### config.mk
export PLATFORM = sky130hd
export DESIGN_NAME = ray_box_intersector
export DESIGN_NICKNAME = d
export VERILOG_FILES = /design/src/rtl/ray_pkg.sv /design/src/rtl/ray_box_intersector_divider.sv /design/src/rtl/ray_box_intersector.sv
export SDC_FILE = /design/constraint.sdc
export NUM_CORES = 2
export LEC_CHECK = 0
export CAP_MARGIN = 20
export CORE_AREA = 2 2 316 318
export DETAILED_ROUTE_END_ITERATION = 8
export DIE_AREA = 0 0 318 320
export GPL_TIMING_DRIVEN = 0
export PLACE_DENSITY = 0.68
export SETUP_SLACK_MARGIN = 0.3
export SLEW_MARGIN = 20
export SYNTH_ARGS = -nofsm -noshare
export SYNTH_HDL_FRONTEND = slang
export SYNTH_SLANG_ARGS = --single-unit
### constraint.sdc
create_clock -name clk -period 36.4 [get_ports clk]
set_clock_uncertainty 0.1 [all_clocks]
set_input_delay 7.28 -clock clk [delete_from_list [all_inputs] [get_ports clk]]
set_output_delay 7.28 -clock clk [all_outputs]
set_load 0.005 [all_outputs]
### src/rtl/ray_pkg.sv
// Shared types and constants for the ray/box intersection block.
package ray_pkg;

    localparam int unsigned DIR_W_DEFAULT = 32;
    localparam int unsigned POS_W_DEFAULT = 11;
    localparam int unsigned FRAC_DEFAULT  = 8;
    localparam int unsigned T_W_DEFAULT   = 32;
    localparam int unsigned IDX_W         = 32;
    localparam int unsigned DIV_CYCLES    = T_W_DEFAULT + 1;
    localparam int unsigned NUM_DIVIDES   = 6;

    localparam logic signed [T_W_DEFAULT-1:0] T_NEG_INF = {1'b1, {(T_W_DEFAULT-1){1'b0}}};
    localparam logic signed [T_W_DEFAULT-1:0] T_POS_INF = {1'b0, {(T_W_DEFAULT-1){1'b1}}};

    typedef enum logic [1:0] {
        IDLE    = 2'd0,
        DIVIDE  = 2'd1,
        COMBINE = 2'd2,
        OUTPUT  = 2'd3
    } isect_state_t;

endpackage

### src/rtl/ray_box_intersector_divider.sv
// Fixed-latency signed restoring divider: one setup cycle, then one quotient bit per cycle.
module seq_divider #(
    parameter int unsigned N_W = 20,
    parameter int unsigned D_W = 32,
    parameter int unsigned T_W = 32
) (
    input  logic                  clk,
    input  logic                  reset_n,
    input  logic                  start,
    input  logic signed [N_W-1:0] num,
    input  logic signed [D_W-1:0] den,
    output logic                  busy,
    output logic                  done,
    output logic signed [T_W-1:0] quotient
);
    localparam int unsigned CNT_W = $clog2(T_W);
    localparam logic [CNT_W-1:0] LAST_ITER = CNT_W'(T_W - 1);

    logic [T_W-1:0]   dvd;
    logic [D_W-1:0]   dmag;
    logic [D_W-1:0]   rem;
    logic [T_W-1:0]   q;
    logic             neg;
    logic [CNT_W-1:0] cnt;

    logic [N_W-1:0]   num_mag_c;
    logic [D_W-1:0]   den_mag_c;
    logic [D_W:0]     trial_c;
    logic             ge_c;
    logic [D_W-1:0]   rem_next_c;
    logic [T_W-1:0]   q_next_c;

    // Operand magnitudes and one restoring step.
    always_comb begin
        num_mag_c  = num[N_W-1] ? N_W'(-num) : N_W'(num);
        den_mag_c  = den[D_W-1] ? D_W'(-den) : D_W'(den);
        trial_c    = {rem, dvd[T_W-1]};
        ge_c       = (trial_c >= {1'b0, dmag});
        rem_next_c = ge_c ? D_W'(trial_c - {1'b0, dmag}) : D_W'(trial_c);
        q_next_c   = {q[T_W-2:0], ge_c};
    end

    // Setup on start, then iterate; sign is applied to the final quotient (truncation toward zero).
    always_ff @(posedge clk) begin
        if (!reset_n) begin
            busy     <= 1'b0;
            done     <= 1'b0;
            cnt      <= '0;
            quotient <= '0;
            dvd      <= '0;
            dmag     <= '0;
            rem      <= '0;
            q        <= '0;
            neg      <= 1'b0;
        end else begin
            done <= 1'b0;
            if (start && !busy) begin
                dvd  <= T_W'(num_mag_c);
                dmag <= den_mag_c;
                rem  <= '0;
                q    <= '0;
                neg  <= num[N_W-1] ^ den[D_W-1];
                cnt  <= '0;
                busy <= 1'b1;
            end else if (busy) begin
                dvd <= dvd << 1;
                rem <= rem_next_c;
                q   <= q_next_c;
                cnt <= cnt + CNT_W'(1);
                if (cnt == LAST_ITER) begin
                    busy     <= 1'b0;
                    done     <= 1'b1;
                    quotient <= neg ? T_W'(-q_next_c) : q_next_c;
                end
            end
        end
    end

endmodule

### src/rtl/ray_box_intersector.sv
// Slab-method ray vs. axis-aligned box test with one shared sequential divider.
module ray_box_intersector #(
    parameter int unsigned DIR_W = ray_pkg::DIR_W_DEFAULT,
    parameter int unsigned POS_W = ray_pkg::POS_W_DEFAULT,
    parameter int unsigned FRAC  = ray_pkg::FRAC_DEFAULT,
    parameter int unsigned T_W   = ray_pkg::T_W_DEFAULT
) (
    input  logic                    clk,
    input  logic                    reset_n,
    input  logic                    in_valid,
    output logic                    in_ready,
    input  logic signed [DIR_W-1:0] ray_dir_x,
    input  logic signed [DIR_W-1:0] ray_dir_y,
    input  logic signed [DIR_W-1:0] ray_dir_z,
    input  logic [31:0]             ray_index,
    input  logic signed [POS_W-1:0] origin_x,
    input  logic signed [POS_W-1:0] origin_y,
    input  logic signed [POS_W-1:0] origin_z,
    input  logic signed [POS_W-1:0] box_min_x,
    input  logic signed [POS_W-1:0] box_min_y,
    input  logic signed [POS_W-1:0] box_min_z,
    input  logic signed [POS_W-1:0] box_max_x,
    input  logic signed [POS_W-1:0] box_max_y,
    input  logic signed [POS_W-1:0] box_max_z,
    output logic                    out_valid,
    input  logic                    out_ready,
    output logic [31:0]             out_index,
    output logic                    out_hit,
    output logic [T_W-1:0]          out_t_near
);
    import ray_pkg::*;

    localparam int unsigned N_W = POS_W + 1 + FRAC;
    localparam logic signed [T_W-1:0] T_NEG = {1'b1, {(T_W-1){1'b0}}};
    localparam logic signed [T_W-1:0] T_POS = {1'b0, {(T_W-1){1'b1}}};
    localparam logic [2:0] LAST_DIV = 3'(NUM_DIVIDES - 1);

    isect_state_t state, state_next;

    logic signed [DIR_W-1:0] dir_r  [3];
    logic signed [POS_W-1:0] org_r  [3];
    logic signed [POS_W-1:0] bmin_r [3];
    logic signed [POS_W-1:0] bmax_r [3];
    logic [31:0]             idx_r;
    logic signed [T_W-1:0]   q_r    [NUM_DIVIDES];
    logic [2:0]              div_idx;
    logic                    kick;

    logic                    div_start_c;
    logic                    div_busy;
    logic                    div_done;
    logic signed [T_W-1:0]   div_quot;
    logic [2:0]              start_idx_c;
    logic signed [POS_W-1:0] sel_bound_c;
    logic signed [POS_W-1:0] sel_org_c;
    logic signed [DIR_W-1:0] sel_dir_c;
    logic signed [POS_W:0]   diff_c;
    logic signed [N_W-1:0]   num_c;

    logic                    axis_miss_c;
    logic signed [T_W-1:0]   t_near_c;
    logic signed [T_W-1:0]   t_far_c;
    logic                    hit_c;
    logic signed [T_W-1:0]   lo_c;
    logic signed [T_W-1:0]   hi_c;

    wire accept = in_valid && in_ready;

    // State register.
    always_ff @(posedge clk) begin
        if (!reset_n) state <= IDLE;
        else          state <= state_next;
    end

    // Next-state logic.
    always_comb begin
        state_next = state;
        case (state)
            IDLE:    if (accept) state_next = DIVIDE;
            DIVIDE:  if (div_done && div_idx == LAST_DIV) state_next = COMBINE;
            COMBINE: state_next = OUTPUT;
            OUTPUT:  if (out_valid && out_ready) state_next = IDLE;
            default: state_next = IDLE;
        endcase
    end

    // Registered handshake flags follow the upcoming state.
    always_ff @(posedge clk) begin
        if (!reset_n) begin
            in_ready  <= 1'b1;
            out_valid <= 1'b0;
        end else begin
            in_ready  <= (state_next == IDLE);
            out_valid <= (state_next == OUTPUT);
        end
    end

    // Select operands for the divide about to start (x_min, x_max, y_min, ... z_max).
    always_comb begin
        div_start_c = kick || ((state == DIVIDE) && div_done && (div_idx != LAST_DIV));
        start_idx_c = kick ? 3'd0 : div_idx + 3'd1;
        case (start_idx_c[2:1])
            2'd0: begin
                sel_org_c   = org_r[0];
                sel_dir_c   = dir_r[0];
                sel_bound_c = start_idx_c[0] ? bmax_r[0] : bmin_r[0];
            end
            2'd1: begin
                sel_org_c   = org_r[1];
                sel_dir_c   = dir_r[1];
                sel_bound_c = start_idx_c[0] ? bmax_r[1] : bmin_r[1];
            end
            default: begin
                sel_org_c   = org_r[2];
                sel_dir_c   = dir_r[2];
                sel_bound_c = start_idx_c[0] ? bmax_r[2] : bmin_r[2];
            end
        endcase
        diff_c = {sel_bound_c[POS_W-1], sel_bound_c} - {sel_org_c[POS_W-1], sel_org_c};
        num_c  = {diff_c, {FRAC{1'b0}}};
    end

    seq_divider #(
        .N_W (N_W),
        .D_W (DIR_W),
        .T_W (T_W)
    ) u_div (
        .clk      (clk),
        .reset_n  (reset_n),
        .start    (div_start_c),
        .num      (num_c),
        .den      (sel_dir_c),
        .busy     (div_busy),
        .done     (div_done),
        .quotient (div_quot)
    );

    // Capture the ray at accept and collect quotients as each divide completes.
    always_ff @(posedge clk) begin
        if (!reset_n) begin
            kick    <= 1'b0;
            div_idx <= '0;
        end else begin
            kick <= 1'b0;
            if (state == IDLE && accept) begin
                dir_r[0]  <= ray_dir_x;
                dir_r[1]  <= ray_dir_y;
                dir_r[2]  <= ray_dir_z;
                org_r[0]  <= origin_x;
                org_r[1]  <= origin_y;
                org_r[2]  <= origin_z;
                bmin_r[0] <= box_min_x;
                bmin_r[1] <= box_min_y;
                bmin_r[2] <= box_min_z;
                bmax_r[0] <= box_max_x;
                bmax_r[1] <= box_max_y;
                bmax_r[2] <= box_max_z;
                idx_r     <= ray_index;
                kick      <= 1'b1;
                div_idx   <= '0;
            end
            if (state == DIVIDE && div_done) begin
                q_r[div_idx] <= div_quot;
                if (div_idx != LAST_DIV) div_idx <= div_idx + 3'd1;
            end
        end
    end

    // Per-axis slab intervals folded into t_near/t_far; zero-direction axes are unbounded or a miss.
    always_comb begin
        axis_miss_c = 1'b0;
        t_near_c    = T_NEG;
        t_far_c     = T_POS;
        lo_c        = T_NEG;
        hi_c        = T_POS;
        for (int a = 0; a < 3; a++) begin
            lo_c = T_NEG;
            hi_c = T_POS;
            if (dir_r[a] != '0) begin
                lo_c = (q_r[2*a] < q_r[2*a+1]) ? q_r[2*a]   : q_r[2*a+1];
                hi_c = (q_r[2*a] < q_r[2*a+1]) ? q_r[2*a+1] : q_r[2*a];
            end else if (!(bmin_r[a] <= org_r[a] && org_r[a] <= bmax_r[a])) begin
                axis_miss_c = 1'b1;
            end
            if (lo_c > t_near_c) t_near_c = lo_c;
            if (hi_c < t_far_c)  t_far_c  = hi_c;
        end
        hit_c = !axis_miss_c && (t_near_c <= t_far_c) && (t_far_c >= 0);
    end

    // Result registers, loaded in COMBINE and held through OUTPUT; origin-inside clamps t_near to 0.
    always_ff @(posedge clk) begin
        if (!reset_n) begin
            out_index  <= '0;
            out_hit    <= 1'b0;
            out_t_near <= '0;
        end else if (state == COMBINE) begin
            out_index  <= idx_r;
            out_hit    <= hit_c;
            out_t_near <= (hit_c && !t_near_c[T_W-1]) ? t_near_c : '0;
        end
    end

endmodule

==> impl_metrics.yaml <==
pwr:
  p_int_w: 0.001369
  comb_power_share: 0.142
  seqPwrFrac: 0.440
  power.density_mw_per_mm2: 39.90
  p_leak_nw: 18.54
  p_sw_frac: 0.2646
  switchingPower_w: 0.0004928
  ir_drop_uv: 35.94
  pwr-share-clk: 0.418
clock_network:
  cts_tree: "yes"
  clk_latency_ns: 0.65
  cts-buffers-inserted: 77
  root_buffer: "clkbuf_16"
  postCtsSetupBuffers: 0
  clockBufferDepth: 3
  cts_hold_buf: 0
  ctsResizeCount: 0
  cts.sinks: 651
  htreeDepth: 3
  clkTransAtPathRegs_ns: 0.06
routing:
  wire_per_inst_um: 19.24
  first_iter_violations: 2346
  dr.pass1.iters: 6
  wl_met3_um: 6631
  routed-via-count: 31318
  drc_errors: 0
  dr_wl_met2_um: 53000
  m1WireLength_um: 47900
  finalWirelength_um: 111300
  top_layer: "met4"
  viasPerCell: 5.414
  ant_nets: 0
critical_path:
  worst_setup_path_end_kind: "register"
  crit_type: "register to register"
  max_stage_delay_ns: 0.89
  crit_arrival_ns: 15.46
  start_kind: "register"
  crit_slowest_cell: "nor3b_1"
  crit_top_cell: "ha_1"
  cp_max_fo: 10
  required_ns: 36.81
logic_synthesis:
  yosysMostFrequentCell: "nand2_1"
  synth_area_leader_cell: "edfxtp_1"
  synth_area_mm2: 0.03912
  yosys_warnings: 0
  synth_edf_count: 419
  synthDistinctLibCells: 89
  synth-async-reset-ratio: 0
  synth_top_area_frac: 0.3217
  synth_nets: 4638
  ys_seq_area_frac: 0.4404
  ys_ff_latch: 651
  synth_commonest_cells: "433 x nand2_1, 419 x edfxtp_1, 367 x ha_1"
  syn-mean-instance-area_um2: 9.687
  netlist_instances: 4038
  synth_flop_cell: "edfxtp_1"
  synth_area_leaders: "edfxtp_1 32%, dfxtp_1 12%, ha_1 12%, mux2i_1 5.4%, nand2_1 4.2%"
global_route:
  first_global_vias: 30947
  antenna_found_initial: 2
  grt_start_max_net_pins: 30
  grt_pass1_wl_um: 170900
  grt_usage: 0.2145
  grt_overflow: 0
die:
  num_rows: 115
  die_w_um: 318
  die-area_mm2: 0.1018
  start_util: 0.3992
  io-pin-count: 298
  design.core.area_mm2: 0.09799
  die_height_um: 320
sta:
  fmax_ghz: 0.06645
  fin_crit_sh: 0.4134
  rsz0062_at_grt: "false"
  period_minus_slack_ns: 15.05
  slew_headroom: 0.3242
  worst_pin_slew_ns: 1.012
  hold_viol_final: 0
  setup_viol: 0
  tns_ns: 0
  slew_viol_final: 0
place:
  gp_congestion: 0.9446
  place_hpwl_um: 89890
  io_buffers: 297
layout:
  post-route-util: 0.4763
  fillers: 9179
  num-nets-final: 5033
  drive_above_1_share: 0.06452
  multi_input_area_mm2: 0.01978
  syn_to_final_growth_pct: 19.31
  seq_area_mm2: 0.01723
worst_hold_path:
  hold_path_class: "register to register"
outcome:
  status: "finished clean"
run:
  drv_cap: 0
[power groups by stage]
stage	combinational, W	sequential [W]	clock, W
floorplan	0.000174	0.000835	0
global placement	0.000256	0.000842	0
detailed placement	0.000263	0.000834	0
CTS	0.000264	0.000819	0.000794
global route	0.000292	0.000821	0.000826
finish	0.000265	0.000819	0.000778
[routing by layer]
layer / global-route usage / vias up
li1: - / 15509
met1: 0.2692 / 14645
met2: 0.3688 / 948
met3: 0.03394 / 216
met4: 0.08476 / 0
met5: 0 / -
[sequential cells by signal, summed over array words and instances (netlist names), 2 cells and up]
| register | flops |
|---|---|
| q_r | 192 |
| dir_r | 96 |
| bmax_r | 33 |
| bmin_r | 33 |
| org_r | 33 |
| idx_r | 32 |
| out_index | 32 |
| out_t_near | 32 |
| u_div.dmag | 32 |
| u_div.quotient | 32 |
| u_div.rem | 32 |
| u_div.q | 31 |
| u_div.dvd | 24 |
| u_div.cnt | 5 |
| div_idx | 3 |
| state | 2 |
[cell type report]
type | instances | area share
well taps | 1287 | 0.03450
clock buffers | 90 | 0.04437
multi-input cells | 2830 | 0.4239
repair buffers | 316 | 0.07137
flip-flops and latches | 651 | 0.3691
diodes | 3 | 0.0001609
clock inverters | 51 | 0.01013
plain buffers | 194 | 0.01727
inverters | 363 | 0.02920
[cell families after synthesis]
kind of cell    after synthesis  share of synthesized area
compound gates              927                     0.1540
mux                         253                    0.06618
simple gates               1180                     0.1425
fa+ha+maj                   369                     0.1184
flops                       651                     0.4404
xor+xnor                    101                    0.02309
buf+inv                     557                    0.05537
[final timing paths]
check	slack [ns]	endpoint	depth (start not counted)	start
worst max register to register	21.35	out_hit	49	q_r[0][22]
worst min register to register	0.35	out_index[11]	2	out_index[11]
worst max-delay path	21.35	out_hit	49	q_r[0][22]
worst min-delay path	0.35	out_index[11]	2	out_index[11]
[per-stage QoR]
step	hold WS (ns)	total power (W)	cells	worst slack, ns	instance area [um2]
final	0.3528	0.001862	5785	21.35	46670
after global routing	0.3638	0.001938	5782	20.66	46660
after CTS	0.3542	0.001876	5782	21.50	46660
after detailed placement	0.3476	0.001097	5641	21.60	44120
after global placement	0.3417	0.001098	5622	12.64	43700
after floorplan	0.3319	0.001009	4038	17.95	39120
[cells in the final DEF, fill, tap and decap left out, types with 36 or more instances in the layout]
| cell | instances |
|---|---|
| nand2_1 | 433 |
| nor3_1 | 41 |
| a21o_1 | 40 |
| and3_1 | 42 |
| clkbuf_1 | 150 |
| a41oi_1 | 37 |
| clkdlybuf4s50_1 | 297 |
| ha_1 | 367 |
| xor2_1 | 55 |
| or3_1 | 36 |
| nand4_1 | 56 |
| edfxtp_1 | 419 |
| clkbuf_16 | 81 |
| a21oi_1 | 234 |
| and2_1 | 36 |
| mux2i_1 | 210 |
| o21ai_0 | 233 |
| xnor2_1 | 45 |
| o211ai_1 | 48 |
| dfxtp_1 | 232 |
| nand3_1 | 84 |
| a211oi_1 | 48 |
| or2_2 | 51 |
| inv_1 | 361 |
| nor2_1 | 261 |
[critical path: cells and delay by family, from the launching register on]
kind / cells / cell delay, ns
adders and majority gates: 4 / 1.36
buffers and inverters: 6 / 1.49
muxes: 4 / 1.73
DFF: 1 / 0.42
AOI/OAI and AO/OA: 16 / 4.64
and+or+nand+nor: 19 / 5.13
(Power assumes the default switching activity.)
